===== src/rtl/result_ser_pkg.sv =====
// -----------------------------------------------------------------------------
// result_ser_pkg
// Shared types and constants for the result serializer.
//   ser_state_t      : frame FSM states (IDLE, HDR, PAY, CHK)
//   RES_W_DEF        : default width of one result bus (multiple of 8)
//   NUM_RES_DEF      : default number of result buses per frame
//   HDR_BYTE_DEF     : default first byte of every frame
//   BYTES_PER_RES    : bytes needed to send one result bus
//   FRAME_PAY_BYTES  : payload bytes per frame (header/checksum excluded)
// -----------------------------------------------------------------------------
package result_ser_pkg;

  localparam int         RES_W_DEF       = 24;
  localparam int         NUM_RES_DEF     = 4;
  localparam logic [7:0] HDR_BYTE_DEF    = 8'hA5;
  localparam int         BYTES_PER_RES   = RES_W_DEF / 8;
  localparam int         FRAME_PAY_BYTES = NUM_RES_DEF * BYTES_PER_RES;

  typedef enum logic [1:0] {
    IDLE = 2'd0,
    HDR  = 2'd1,
    PAY  = 2'd2,
    CHK  = 2'd3
  } ser_state_t;

endpackage


===== src/rtl/result_serializer.sv =====
// -----------------------------------------------------------------------------
// result_serializer
// Snapshots the four counter result buses on a capture request and streams
// them out as a framed byte stream over a valid/ready interface:
//   HDR_BYTE, res_sah[MSB..LSB], res_sal, res_aah, res_aal [, checksum]
//
// Optional feature (macro RESULT_SER_CHECKSUM_EN):
//   defined   : a trailing byte holding the XOR of all payload bytes is sent
//   undefined : the frame ends after the last payload byte
//
// Ports:
//   clk          system clock, rising edge
//   rst          synchronous active-high reset
//   res_sah/sal/aah/aal  result buses (RES_W bits each), sampled on capture
//   capture_req  single-cycle capture/start pulse
//   tx_data      outgoing byte
//   tx_valid     tx_data is valid
//   tx_ready     sink accepts the byte this cycle
//   busy         frame in progress
//   frame_done   one-cycle pulse after the last byte of a frame is accepted
//   overrun      sticky: a capture_req arrived while busy and was dropped
// -----------------------------------------------------------------------------
module result_serializer
  import result_ser_pkg::*;
#(
  parameter int         RES_W    = RES_W_DEF,
  parameter int         NUM_RES  = NUM_RES_DEF,
  parameter logic [7:0] HDR_BYTE = HDR_BYTE_DEF
) (
  input  logic             clk,
  input  logic             rst,
  input  logic [RES_W-1:0] res_sah,
  input  logic [RES_W-1:0] res_sal,
  input  logic [RES_W-1:0] res_aah,
  input  logic [RES_W-1:0] res_aal,
  input  logic             capture_req,
  output logic [7:0]       tx_data,
  output logic             tx_valid,
  input  logic             tx_ready,
  output logic             busy,
  output logic             frame_done,
  output logic             overrun
);

  localparam int PAY_BYTES = NUM_RES * (RES_W / 8);
  localparam int PAY_W     = NUM_RES * RES_W;
  localparam int IDX_W     = (PAY_BYTES > 1) ? $clog2(PAY_BYTES) : 1;
  localparam logic [IDX_W-1:0] LAST_IDX = IDX_W'(PAY_BYTES - 1);

  ser_state_t       state;
  ser_state_t       state_next;
  logic [IDX_W-1:0] byte_idx;
  logic [IDX_W-1:0] byte_idx_next;
  logic [PAY_W-1:0] shadow;
  logic [7:0]       pay_byte;
  logic             load_snapshot;
  logic             last_xfer;
  logic             overrun_set;

`ifdef RESULT_SER_CHECKSUM_EN
  logic [7:0]       chk_acc;
  logic [7:0]       chk_acc_next;
`endif

  // Payload byte selected by the byte index; index 0 is the MSB byte of the
  // first result in the snapshot.
  always_comb begin
    pay_byte = '0;
    for (int i = 0; i < PAY_BYTES; i++) begin
      if (byte_idx == IDX_W'(i)) begin
        pay_byte = shadow[PAY_W-1-8*i -: 8];
      end
    end
  end

  // Next-state and output logic. tx_valid/tx_data are pure functions of
  // registered state, so they stay stable while the sink stalls.
  always_comb begin
    state_next    = state;
    byte_idx_next = byte_idx;
    load_snapshot = 1'b0;
    last_xfer     = 1'b0;
    tx_valid      = 1'b0;
    tx_data       = '0;

    case (state)
      IDLE: begin
        if (capture_req) begin
          state_next    = HDR;
          load_snapshot = 1'b1;
        end
      end

      HDR: begin
        tx_valid = 1'b1;
        tx_data  = HDR_BYTE;
        if (tx_ready) begin
          state_next = PAY;
        end
      end

      PAY: begin
        tx_valid = 1'b1;
        tx_data  = pay_byte;
        if (tx_ready) begin
          if (byte_idx == LAST_IDX) begin
            byte_idx_next = '0;
`ifdef RESULT_SER_CHECKSUM_EN
            state_next    = CHK;
`else
            state_next    = IDLE;
            last_xfer     = 1'b1;
`endif
          end else begin
            byte_idx_next = byte_idx + 1'b1;
          end
        end
      end

`ifdef RESULT_SER_CHECKSUM_EN
      CHK: begin
        tx_valid = 1'b1;
        tx_data  = chk_acc;
        if (tx_ready) begin
          state_next = IDLE;
          last_xfer  = 1'b1;
        end
      end
`endif

      default: begin
        state_next = IDLE;
      end
    endcase

    // A request landing on the final-byte accept edge starts the next frame
    // immediately instead of being counted as an overrun.
    if (last_xfer && capture_req) begin
      state_next    = HDR;
      load_snapshot = 1'b1;
    end
  end

  assign overrun_set = capture_req && (state != IDLE) && !last_xfer;
  assign busy        = (state != IDLE);

`ifdef RESULT_SER_CHECKSUM_EN
  // Running XOR of accepted payload bytes; cleared when a new snapshot loads.
  always_comb begin
    chk_acc_next = chk_acc;
    if (load_snapshot) begin
      chk_acc_next = '0;
    end else if (state == PAY && tx_ready) begin
      chk_acc_next = chk_acc ^ pay_byte;
    end
  end
`endif

  always_ff @(posedge clk) begin
    if (rst) begin
      state      <= IDLE;
      byte_idx   <= '0;
      shadow     <= '0;
      frame_done <= 1'b0;
      overrun    <= 1'b0;
`ifdef RESULT_SER_CHECKSUM_EN
      chk_acc    <= '0;
`endif
    end else begin
      state      <= state_next;
      byte_idx   <= byte_idx_next;
      frame_done <= last_xfer;
      if (load_snapshot) begin
        shadow <= {res_sah, res_sal, res_aah, res_aal};
      end
      if (overrun_set) begin
        overrun <= 1'b1;
      end
`ifdef RESULT_SER_CHECKSUM_EN
      chk_acc    <= chk_acc_next;
`endif
    end
  end

endmodule


===== config.mk =====
export PLATFORM = sky130hd
export DESIGN_NAME = result_serializer
export DESIGN_NICKNAME = d
export VERILOG_FILES = /design/src/rtl/result_ser_pkg.sv /design/src/rtl/result_serializer.sv
export SDC_FILE = /design/constraint.sdc
export NUM_CORES = 1
export LEC_CHECK = 0
export ABC_AREA = 1
export CORE_MARGIN = 5
export CORE_UTILIZATION = 54
export CTS_CLUSTER_DIAMETER = 100
export CTS_CLUSTER_SIZE = 14
export DETAILED_ROUTE_END_ITERATION = 10
export PLACE_DENSITY = 0.91
export SLEW_MARGIN = 20
export SYNTH_ARGS = -nofsm -noshare
export SYNTH_HDL_FRONTEND = slang
export SYNTH_SLANG_ARGS = --single-unit

===== constraint.sdc =====
create_clock -name clk -period 5.1 [get_ports clk]
set_input_delay 0.51 -clock clk [delete_from_list [all_inputs] [get_ports clk]]
set_output_delay 0.51 -clock clk [all_outputs]
set_load 0.03 [all_outputs]

==> results of run 1 <==
==> worst register-to-register path, cell delays in order, from the launching register on <==
cell and delay [ps]:
dfxtp_1 360, inv_1 70, ha_1 280, nand2_1 170, inv_1 80, nand2_1 110, nor2_2 50, inv_2 120
a21oi_4 70, inv_2 620, buf_4 510, nor2_1 150, nor2_1 120
==> synthesized netlist by cell type <==
library cell	count	area [µm²]
a21oi_1	13	65.1
a21oi_4	1	16.3
a31oi_1	3	18.8
buf_2	11	55.1
buf_4	1	7.51
buf_6	4	45.0
clkbuf_1	27	101
dfxtp_1	104	2080
ha_1	7	87.6
inv_1	46	173
inv_2	6	22.5
nand2_1	128	480
nand3_1	37	185
nand3b_1	8	60.1
nand4_1	3	18.8
nor2_1	242	908
nor2_2	2	12.5
nor2_4	1	11.3
nor3_1	3	15.0
o211ai_1	5	37.5
o21ai_0	102	510
o21ai_1	2	10.0
or2_2	4	25.0
==> logic make-up (layout without fill, tap and decap cells) <==
kind of cell	after synthesis	count (layout)	synth area share (%)
compound gates	126	126	13.3
fa+ha+maj	7	7	1.77
buf+inv	95	183	8.17
flops	104	104	42.1
simple gates	428	428	34.7
==> stage by stage <==
stage | total power, µW | instances | setup slack (ps) | cell area [µm²]
floorplan | 1750 | 760 | 2490 | 4950
global placement | 2020 | 943 | 1690 | 6020
detailed placement | 2040 | 943 | 1610 | 6020
CTS | 2520 | 959 | 1210 | 6210
global route | 2710 | 959 | 839 | 6210
finish | 2520 | 959 | 1170 | 6210
==> flip-flops by register name (all words and copies together) (netlist names) <==
name / flops
frame_done: 1
state: 2
overrun: 1
shadow: 96
byte_idx: 4
==> placed cells by master, fill, tap and decap left out, drive strengths merged, types with 7 or more instances in the layout <==
master         instances
nor2                 245
nand2                128
clkdlybuf4s50        111
dfxtp                104
o21ai                104
inv                   54
nand3                 37
a21oi                 14
clkbuf                10
nand3b                 8
ha                     7
==> report_power, final <==
group	internal, µW	switching [µW]
Sequential	1020	116
Clock	196	289
Combinational	328	568
==> final timing paths <==
| check | slack, ps | endpoint | depth (start not counted) |
|---|---|---|---|
| max | 1170 | tx_data[2] | 16 |
| max reg2reg | 2360 | shadow[41]$_SDFFE_PP0P_ | 12 |
| min reg2reg | 480 | overrun$_SDFFE_PP0P_ | 2 |
| min | 480 | overrun$_SDFFE_PP0P_ | 2 |
==> final cells by class <==
type,instances,area [µm²],area share (%)
tap,111,139,2.24
multi-input combinational,561,2460,39.7
clock buffer,10,138,2.22
inverter,52,195,3.14
clock inverter,6,51.3,0.826
sequential,104,2080,33.5
timing repair buffer,115,1140,18.4
==> layer usage <==
metal	GRT usage, %	up-vias
met3	5.21	24
met5	0	-
met2	37.3	164
met1	28.4	2217
li1	-	2563
met4	6.94	0
==> results.py, run 1 <==
metrics = {
    "critical_path": {
        "crit_path_cell_trace": "inv_1 > ha_1 > inv_2 > nor2_1 > inv_1 > nand2_1 > nand3b_1 > nand2_1 > nand2_1 > nand2_1 > nand2_1 > nand2_1 > nand2_1 > nand2_1 > a21oi_1 > clkdlybuf4s50_1",
        "cp.required_ps": 4590,
        "path_class": "reg -> out",
        "critPathSlowestCell": "clkdlybuf4s50_1",
        "cpMostUsedCell": "nand2_1",
        "crit_path_start_kind": "flip-flop",
        "worst-path-max-fanout": 13,
        "critical_path_buf_inv_count": 4,
        "regToRegStartpoint": "state[0]$_SDFFE_PP0P_",
        "critPathTopFamily": "simple AND/OR/NAND/NOR gates",
        "critPathArrivalTime_ps": 3420,
        "crit_start": "byte_idx[1]$_SDFFE_PP0P_",
        "crit_path_max_incr_delay_ps": 700,
        "endpoint_kind": "output pin",
    },
    "cells_and_area": {
        "drive_gt1_share_pct": 4.13,
        "fillerInstances": 751,
        "diodes": 0,
        "final_nets": 950,
        "area_growth_pct": 25.5,
        "final_util_pct": 68.5,
    },
    "pwr": {
        "p_per_area_nw_per_um2": 406,
        "ir_drop_uv": 230,
        "power.leakage_uw": 0.00278,
    },
    "min_path": {
        "worstHoldStart": "overrun$_SDFFE_PP0P_",
        "hp-class": "reg -> reg",
    },
    "logic_synthesis": {
        "ys_ff_latch": 104,
        "syn_nets": 867,
        "synth_cells": 760,
        "syn_area_per_cell_um2": 6.51,
        "synth.distinct_cells": 23,
        "ys_seq_area_share_pct": 42.1,
        "netlist_area_um2": 4950,
        "yosysWarnings": 0,
    },
    "routing": {
        "antenna_left": 0,
        "wl_met3_um": 818,
        "vias": 4968,
        "first_pass_iters": 5,
        "drc": 0,
        "wl_per_cell_um": 13.0,
        "dr.max_layer_used": "met4",
        "drt_iter0_markers": 357,
        "post_drt_via_cell_ratio": 5.18,
        "wirelength_um": 12500,
        "wl_met2_um": 6010,
        "met1Wirelength_um": 5390,
    },
    "placement": {
        "portBuffers": 111,
        "routabilityCongestion": 0.859,
        "dp_hpwl_um": 8690,
    },
    "clock_network": {
        "clock_path_buffers": 2,
        "clock-sinks": 104,
        "post_cts_resized": 0,
        "cts-root-buf": "clkbuf_8",
        "cts_made_buffers": 9,
        "cts_hold_buffers": 0,
        "postCtsSetupBuffers": 0,
        "insertion_delay_ps": 380,
        "cts_tree": "yes",
        "cts_max_level": 3,
        "clk_pin_slew_ps": 100,
    },
    "floorplanning": {
        "start_util_pct": 54.6,
        "die_h_um": 106,
        "rows": 35,
        "fp.dieW_um": 106,
        "core_area_um2": 9060,
        "io_pins": 112,
        "die_area_um2": 11200,
    },
    "grt": {
        "grt.total_usage_pct": 22.3,
        "antenna_found_initial": 0,
        "grt_pass1_wl_um": 20700,
        "grt_pass1_vias": 4639,
        "grt_max_degree": 102,
        "overflow": 0,
    },
    "timing": {
        "slew_headroom_pct": 43.4,
        "hold-worst-slack_ps": 481,
        "min_period_over_period_pct": 77.0,
        "finalHoldViolCount": 0,
        "fin_skew_ps": 8.78,
        "finalSetupViolations": 0,
        "tightest_slew_ps": 848,
        "max_freq_ghz": 0.255,
        "tns_ps": 0,
        "drv_slew": 0,
        "rsz0062_at_grt": "false",
        "fin_crit_ps": 3930,
    },
    "run": {
        "max_cap_viol_count": 0,
    },
    "run_status": {
        "status": "complete, no violations",
    },
}
Power figures use the tool's default switching activity.
==> run 2, diff against run 1 <==
- CORE_UTILIZATION: 54 -> 51
- PLACE_DENSITY: 0.91 -> 0.87
- clock period: 5.1 -> 3.7 ns (I/O delays scaled with it)
==> results.py, run 2 (synthesis gave the netlist of run 1 again) <==
metrics = {
    "run_status": {
        "status": "complete, no violations",
    },
    "critical_path": {
        "critPathArrivalTime_ps": 3070,
        "reg2regPathDepth": 11,
        "path_class": "reg -> out",
        "crit_start": "byte_idx[2]$_SDFFE_PP0P_",
        "cpMostUsedCell": "nand2_1",
        "cp.required_ps": 3330,
        "crit_path_max_incr_delay_ps": 690,
        "crit_path_start_kind": "flip-flop",
        "reg2reg_slack_ps": 1210,
        "endpoint_kind": "output pin",
        "regToRegStartpoint": "state[0]$_SDFFE_PP0P_",
        "crit_path_cell_trace": "nor2_4 > nand2_1 > inv_2 > nand2_1 > nand2_1 > inv_1 > nand2_1 > nand2_1 > nand3_1 > nand3_1 > nand3_1 > nand2_1 > nand2_1 > nand2_1 > a21oi_1 > clkdlybuf4s50_1",
        "critPathSlowestCell": "clkdlybuf4s50_1",
        "worst-path-max-fanout": 13,
        "endpoint": "tx_data[0]",
        "r2r_end": "shadow[68]$_SDFFE_PP0P_",
    },
    "pwr": {
        "p_int_uw": 2250,
        "power.leakage_uw": 0.00292,
        "p_sw_uw": 1320,
        "ir_drop_uv": 334,
        "p_per_area_nw_per_um2": 565,
        "seq_power_share_pct": 43.9,
        "clkPwrFrac_pct": 21.3,
        "comb_power_share_pct": 34.8,
        "total_power_uw": 3570,
        "swShare_pct": 37.0,
    },
    "routing": {
        "wl_met2_um": 6000,
        "wirelength_um": 12900,
        "drc": 0,
        "wl_met3_um": 725,
        "vias": 5019,
        "dr.max_layer_used": "met4",
        "first_pass_iters": 5,
        "antenna_left": 0,
        "post_drt_via_cell_ratio": 5.10,
        "wl_per_cell_um": 13.0,
        "met1Wirelength_um": 5790,
        "drt_iter0_markers": 347,
    },
    "floorplanning": {
        "core_area_um2": 9640,
        "fp.dieW_um": 109,
        "die_area_um2": 11800,
        "die_h_um": 109,
        "rows": 36,
        "start_util_pct": 51.3,
        "io_pins": 112,
    },
    "clock_network": {
        "cts_made_buffers": 9,
        "insertion_delay_ps": 370,
        "cts_max_level": 3,
        "clk_pin_slew_ps": 90,
        "clock-sinks": 104,
        "cts-root-buf": "clkbuf_8",
        "postCtsSetupBuffers": 0,
        "clock_path_buffers": 2,
        "cts_tree": "yes",
    },
    "grt": {
        "grt_max_degree": 97,
        "overflow": 0,
        "grt.total_usage_pct": 21.6,
        "antenna_found_initial": 0,
        "grt_pass1_vias": 4539,
        "grt_pass1_wl_um": 20700,
    },
    "timing": {
        "max_freq_ghz": 0.290,
        "finalHoldViolCount": 0,
        "slew_headroom_pct": 38.6,
        "fin_ws_ps": 257,
        "tightest_slew_ps": 922,
        "finalSetupViolations": 0,
        "fin_crit_ps": 3440,
        "min_period_over_period_pct": 93.1,
        "drv_slew": 0,
        "fin_skew_ps": 7.44,
    },
    "cells_and_area": {
        "max_flop_register": "shadow",
        "final_cells": 985,
        "diodes": 0,
        "area_growth_pct": 27.6,
        "reg_top3": "shadow x96, byte_idx x4, state x2",
        "final_nets": 954,
        "drive_gt1_share_pct": 4.46,
        "final_common_cell": "nor2_1",
        "final_cell_mix": "nor2_1 (242), nand2_1 (128), clkdlybuf4s50_1 (106)",
        "largest_register_ffs": 96,
    },
    "placement": {
        "dp_cells": 969,
        "routabilityCongestion": 0.882,
        "dp_hpwl_um": 8840,
        "dp_slack_ps": 419,
        "portBuffers": 111,
    },
    "min_path": {
        "hp-class": "reg -> reg",
        "holdPathStages": 2,
    },
    "run": {
        "max_cap_viol_count": 0,
    },
}
-- run 2: cell count changes in the layout (fill, tap and decap cells not counted), moves of 2 or more --
cell / previous run / this run
clkdlybuf4s50_1: 111 / 106
dlymetal6s2s_1: 0 / 5
clkinvlp_4: 3 / 1
buf_4: 4 / 8
clkbuf_1: 0 / 2
bufinv_16: 0 / 2
-- run 2: what timing repair did --
| action | 4_1_cts | 5_1_grt |
|---|---|---|
| gates resized for setup | 1 | 6 |
| endpoints found under the hold margin | 0 | 0 |
| hold buffers | 0 | 0 |
| setup endpoints to repair | 1 | 8 |
-- run 2: worst min-delay path by stage --
stage,startpoint,slack (ps),endpoint
2_1_floorplan,rst,440,frame_done$_SDFF_PP0_
3_3_place_gp,overrun$_SDFFE_PP0P_,450,overrun$_SDFFE_PP0P_
3_5_place_dp,overrun$_SDFFE_PP0P_,490,overrun$_SDFFE_PP0P_
4_1_cts,overrun$_SDFFE_PP0P_,510,overrun$_SDFFE_PP0P_
5_1_grt,overrun$_SDFFE_PP0P_,530,overrun$_SDFFE_PP0P_
6_report,overrun$_SDFFE_PP0P_,490,overrun$_SDFFE_PP0P_
-- run 2: critical path: cells and delay by family (launching register included) --
kind | cells | cell delay, ps
AOI/OAI and AO/OA | 1 | 150
buffers and inverters | 3 | 920
DFF | 1 | 440
and+or+nand+nor | 12 | 1200
-- run 2: area by class of cell --
cell class | count | area [µm²]
fill | 856 | 3330
multi-input combinational | 561 | 2470
sequential | 104 | 2080
timing repair buffer | 119 | 1180
inverter | 52 | 195
tap | 133 | 166
clock buffer | 11 | 131
clock inverter | 5 | 81.3
-- run 2: layer usage --
| metal | up-vias | track usage, % |
|---|---|---|
| met4 | 0 | 6.31 |
| met2 | 155 | 34.7 |
| li1 | 2560 | - |
| met1 | 2272 | 29.2 |
| met5 | - | 0 |
| met3 | 32 | 4.54 |
-- run 2: stage by stage --
stage / hold WS, ps / cell area, µm² / utilization (%) / setup TNS, ps
2_1_floorplan: 442 / 4950 / - / 0
3_3_place_gp: 449 / 6080 / 63.0 / 0
3_5_place_dp: 487 / 6080 / 63.0 / 0
4_1_cts: 507 / 6290 / 65.3 / 0
5_1_grt: 531 / 6310 / 65.5 / -1.49
6_report: 493 / 6310 / 65.5 / 0
-- run 2: power by group through the flow --
stage / clock, µW / combinational, µW / sequential, µW
4_1_cts: 768 / 1250 / 1560
3_5_place_dp: 0 / 1240 / 1580
3_3_place_gp: 0 / 1210 / 1580
5_1_grt: 818 / 1410 / 1600
2_1_floorplan: 0 / 882 / 1530
6_report: 759 / 1240 / 1570
==> run 3, diff against run 2 <==
- CORE_UTILIZATION: 51 -> 46
- PLACE_DENSITY: 0.87 -> 0.83
- REMOVE_ABC_BUFFERS: not set -> 1
- clock period: 3.7 -> 2.9 ns (I/O delays scaled with it)
==> results.py, run 3 (synthesis gave the netlist of run 1 again) <==
metrics = {
    "run_status": {
        "status": "complete, no violations",
    },
    "cells_and_area": {
        "final_common_cell": "nor2_1",
        "final_cells": 991,
        "final_cell_mix": "nor2_1 (241), nand2_1 (126), clkdlybuf4s50_1 (103)",
        "multiInputGateArea_um2": 2540,
        "fillerInstances": 936,
        "ff_latch_area_um2": 2090,
        "max_flop_register": "shadow",
        "reg_top3": "shadow x96, byte_idx x4, state x2",
        "area_growth_pct": 29.0,
        "final_cell_area_um2": 6380,
        "drive_gt1_share_pct": 7.72,
        "final_nets": 957,
        "largest_register_ffs": 96,
        "diodes": 0,
    },
    "critical_path": {
        "crit_start": "byte_idx[1]$_SDFFE_PP0P_",
        "endpoint": "tx_data[2]",
        "crit_path_start_kind": "flip-flop",
        "critPathArrivalTime_ps": 2410,
        "path_class": "reg -> out",
        "r2r_end": "shadow[48]$_SDFFE_PP0P_",
        "reg2reg_slack_ps": 400,
        "reg2regPathDepth": 11,
        "regToRegStartpoint": "state[0]$_SDFFE_PP0P_",
        "endpoint_kind": "output pin",
        "cp.required_ps": 2610,
        "worst-path-max-fanout": 13,
    },
    "grt": {
        "grt_pass1_wl_um": 20900,
        "antenna_found_initial": 0,
        "met2_usage_pct": 31.4,
        "grt_pass1_vias": 4551,
        "overflow": 0,
        "grtUsageMet1_pct": 26.8,
        "grt.total_usage_pct": 19.6,
        "gr-usage-met3_pct": 4.77,
        "grt_max_degree": 97,
        "grt_busiest_layer": "met2",
    },
    "routing": {
        "first_pass_iters": 6,
        "wirelength_um": 13000,
        "drt_iter0_markers": 375,
        "vias": 4969,
        "antenna_left": 0,
        "drc": 0,
        "wl_per_cell_um": 13.1,
        "post_drt_via_cell_ratio": 5.01,
    },
    "clock_network": {
        "insertion_delay_ps": 380,
        "cts_tree": "yes",
        "cts_made_buffers": 9,
        "cts-root-buf": "clkbuf_8",
        "cts_max_level": 3,
        "clk_pin_slew_ps": 110,
        "clock-sinks": 104,
        "clock_path_buffers": 2,
        "cts_hold_buffers": 0,
    },
    "floorplanning": {
        "start_util_pct": 47.5,
        "fp.dieW_um": 114,
        "io_pins": 112,
        "die_h_um": 114,
        "die_area_um2": 12900,
        "rows": 37,
        "core_area_um2": 10400,
    },
    "timing": {
        "finalHoldViolCount": 0,
        "tightest_slew_ps": 806,
        "drv_slew": 0,
        "fin_skew_ps": 11.4,
        "fin_crit_ps": 2700,
        "min_period_over_period_pct": 93.1,
        "finalSetupViolations": 0,
        "slew_headroom_pct": 46.3,
        "max_freq_ghz": 0.371,
        "tns_ps": 0,
    },
    "run": {
        "max_cap_viol_count": 0,
    },
    "pwr": {
        "power.leakage_uw": 0.00285,
        "p_per_area_nw_per_um2": 703,
        "ir_drop_uv": 630,
    },
    "placement": {
        "dp_hpwl_um": 8870,
        "portBuffers": 111,
        "routabilityCongestion": 0.866,
        "dp_cells": 972,
        "post_dp_cell_area_um2": 6090,
    },
    "min_path": {
        "hp-class": "in -> reg",
    },
}
==> run 3: cell types whose count changed in the layout (fill, tap and decap cells not counted), sizes merged <==
cell,change
buf,+11
dlymetal6s2s,-5
inv,+4
clkdlybuf4s50,-3
bufinv,-2
clkbuf,-2
clkinv,-2
clkinvlp,+2
==> run 3: worst max-delay path, stage by stage, from the launching register on <==
cell and delay, ps:
dfxtp_2 410, inv_2 90, ha_4 180, inv_2 150, nor2_1 90, buf_6 150
inv_1 110, nand2_1 60, nand3b_1 170, nand2_1 80, nand2_1 50, nand2_1 60
nand2_1 50, nand2_1 50, nand2_1 50, nand2_1 50, a21oi_1 60, buf_4 170
==> run 3: timing repair <==
| item | in CTS | in global routing |
|---|---|---|
| gates cloned | 0 | 0 |
| pin swaps | 0 | 1 |
| endpoints found under the setup margin | 5 | 8 |
| buffers inserted | 0 | 3 |
| resized for setup | 1 | 23 |
==> run 3: per-stage QoR <==
step                util (%)  total power (µW)  hold slack [ps]  worst slack [ps]
floorplan                  -              2990              362              -253
global placement        58.4              3550              450               412
detailed placement      58.4              3580              486               297
CTS                     60.3              4460              469              1.25
global route            61.3              4820              471             -11.2
finish                  61.3              4490              481               201
==> run 3: power breakdown <==
part           internal (µW)  switching (µW)  leakage [µW]
combinational            602            1010       0.00190
clock                    330             544     0.0000863
sequential              1800             206      0.000862
total                   2730            1760       0.00285
==> run 3: cell type report <==
type,count,area share (%)
Clock inverter,7,0.980
Sequential cell,104,32.7
Timing Repair Buffer,122,18.8
Clock buffer,9,1.94
Multi-Input combinational cell,561,39.8
Tap cell,136,2.67
Inverter,52,3.06
==> run 3: how the worst min path moves through the flow <==
stage | from | to | depth (start not counted) | slack, ps
floorplan | rst | frame_done$_SDFF_PP0_ | 1 | 360
global placement | overrun$_SDFFE_PP0P_ | overrun$_SDFFE_PP0P_ | 2 | 450
detailed placement | overrun$_SDFFE_PP0P_ | overrun$_SDFFE_PP0P_ | 2 | 490
CTS | res_aal[12] | shadow[12]$_SDFFE_PP0P_ | 3 | 470
global route | res_sah[2] | shadow[74]$_SDFFE_PP0P_ | 3 | 470
finish | res_aal[11] | shadow[11]$_SDFFE_PP0P_ | 3 | 480
==> run 3: metal layers <==
metal | part of all wire (%) | routed length, µm | vias up
met5 | 0 | 0 | -
met2 | 47 | 6170 | 145
met4 | 0.85 | 111 | 0
li1 | - | - | 2574
met1 | 45 | 5820 | 2238
met3 | 7.0 | 917 | 12
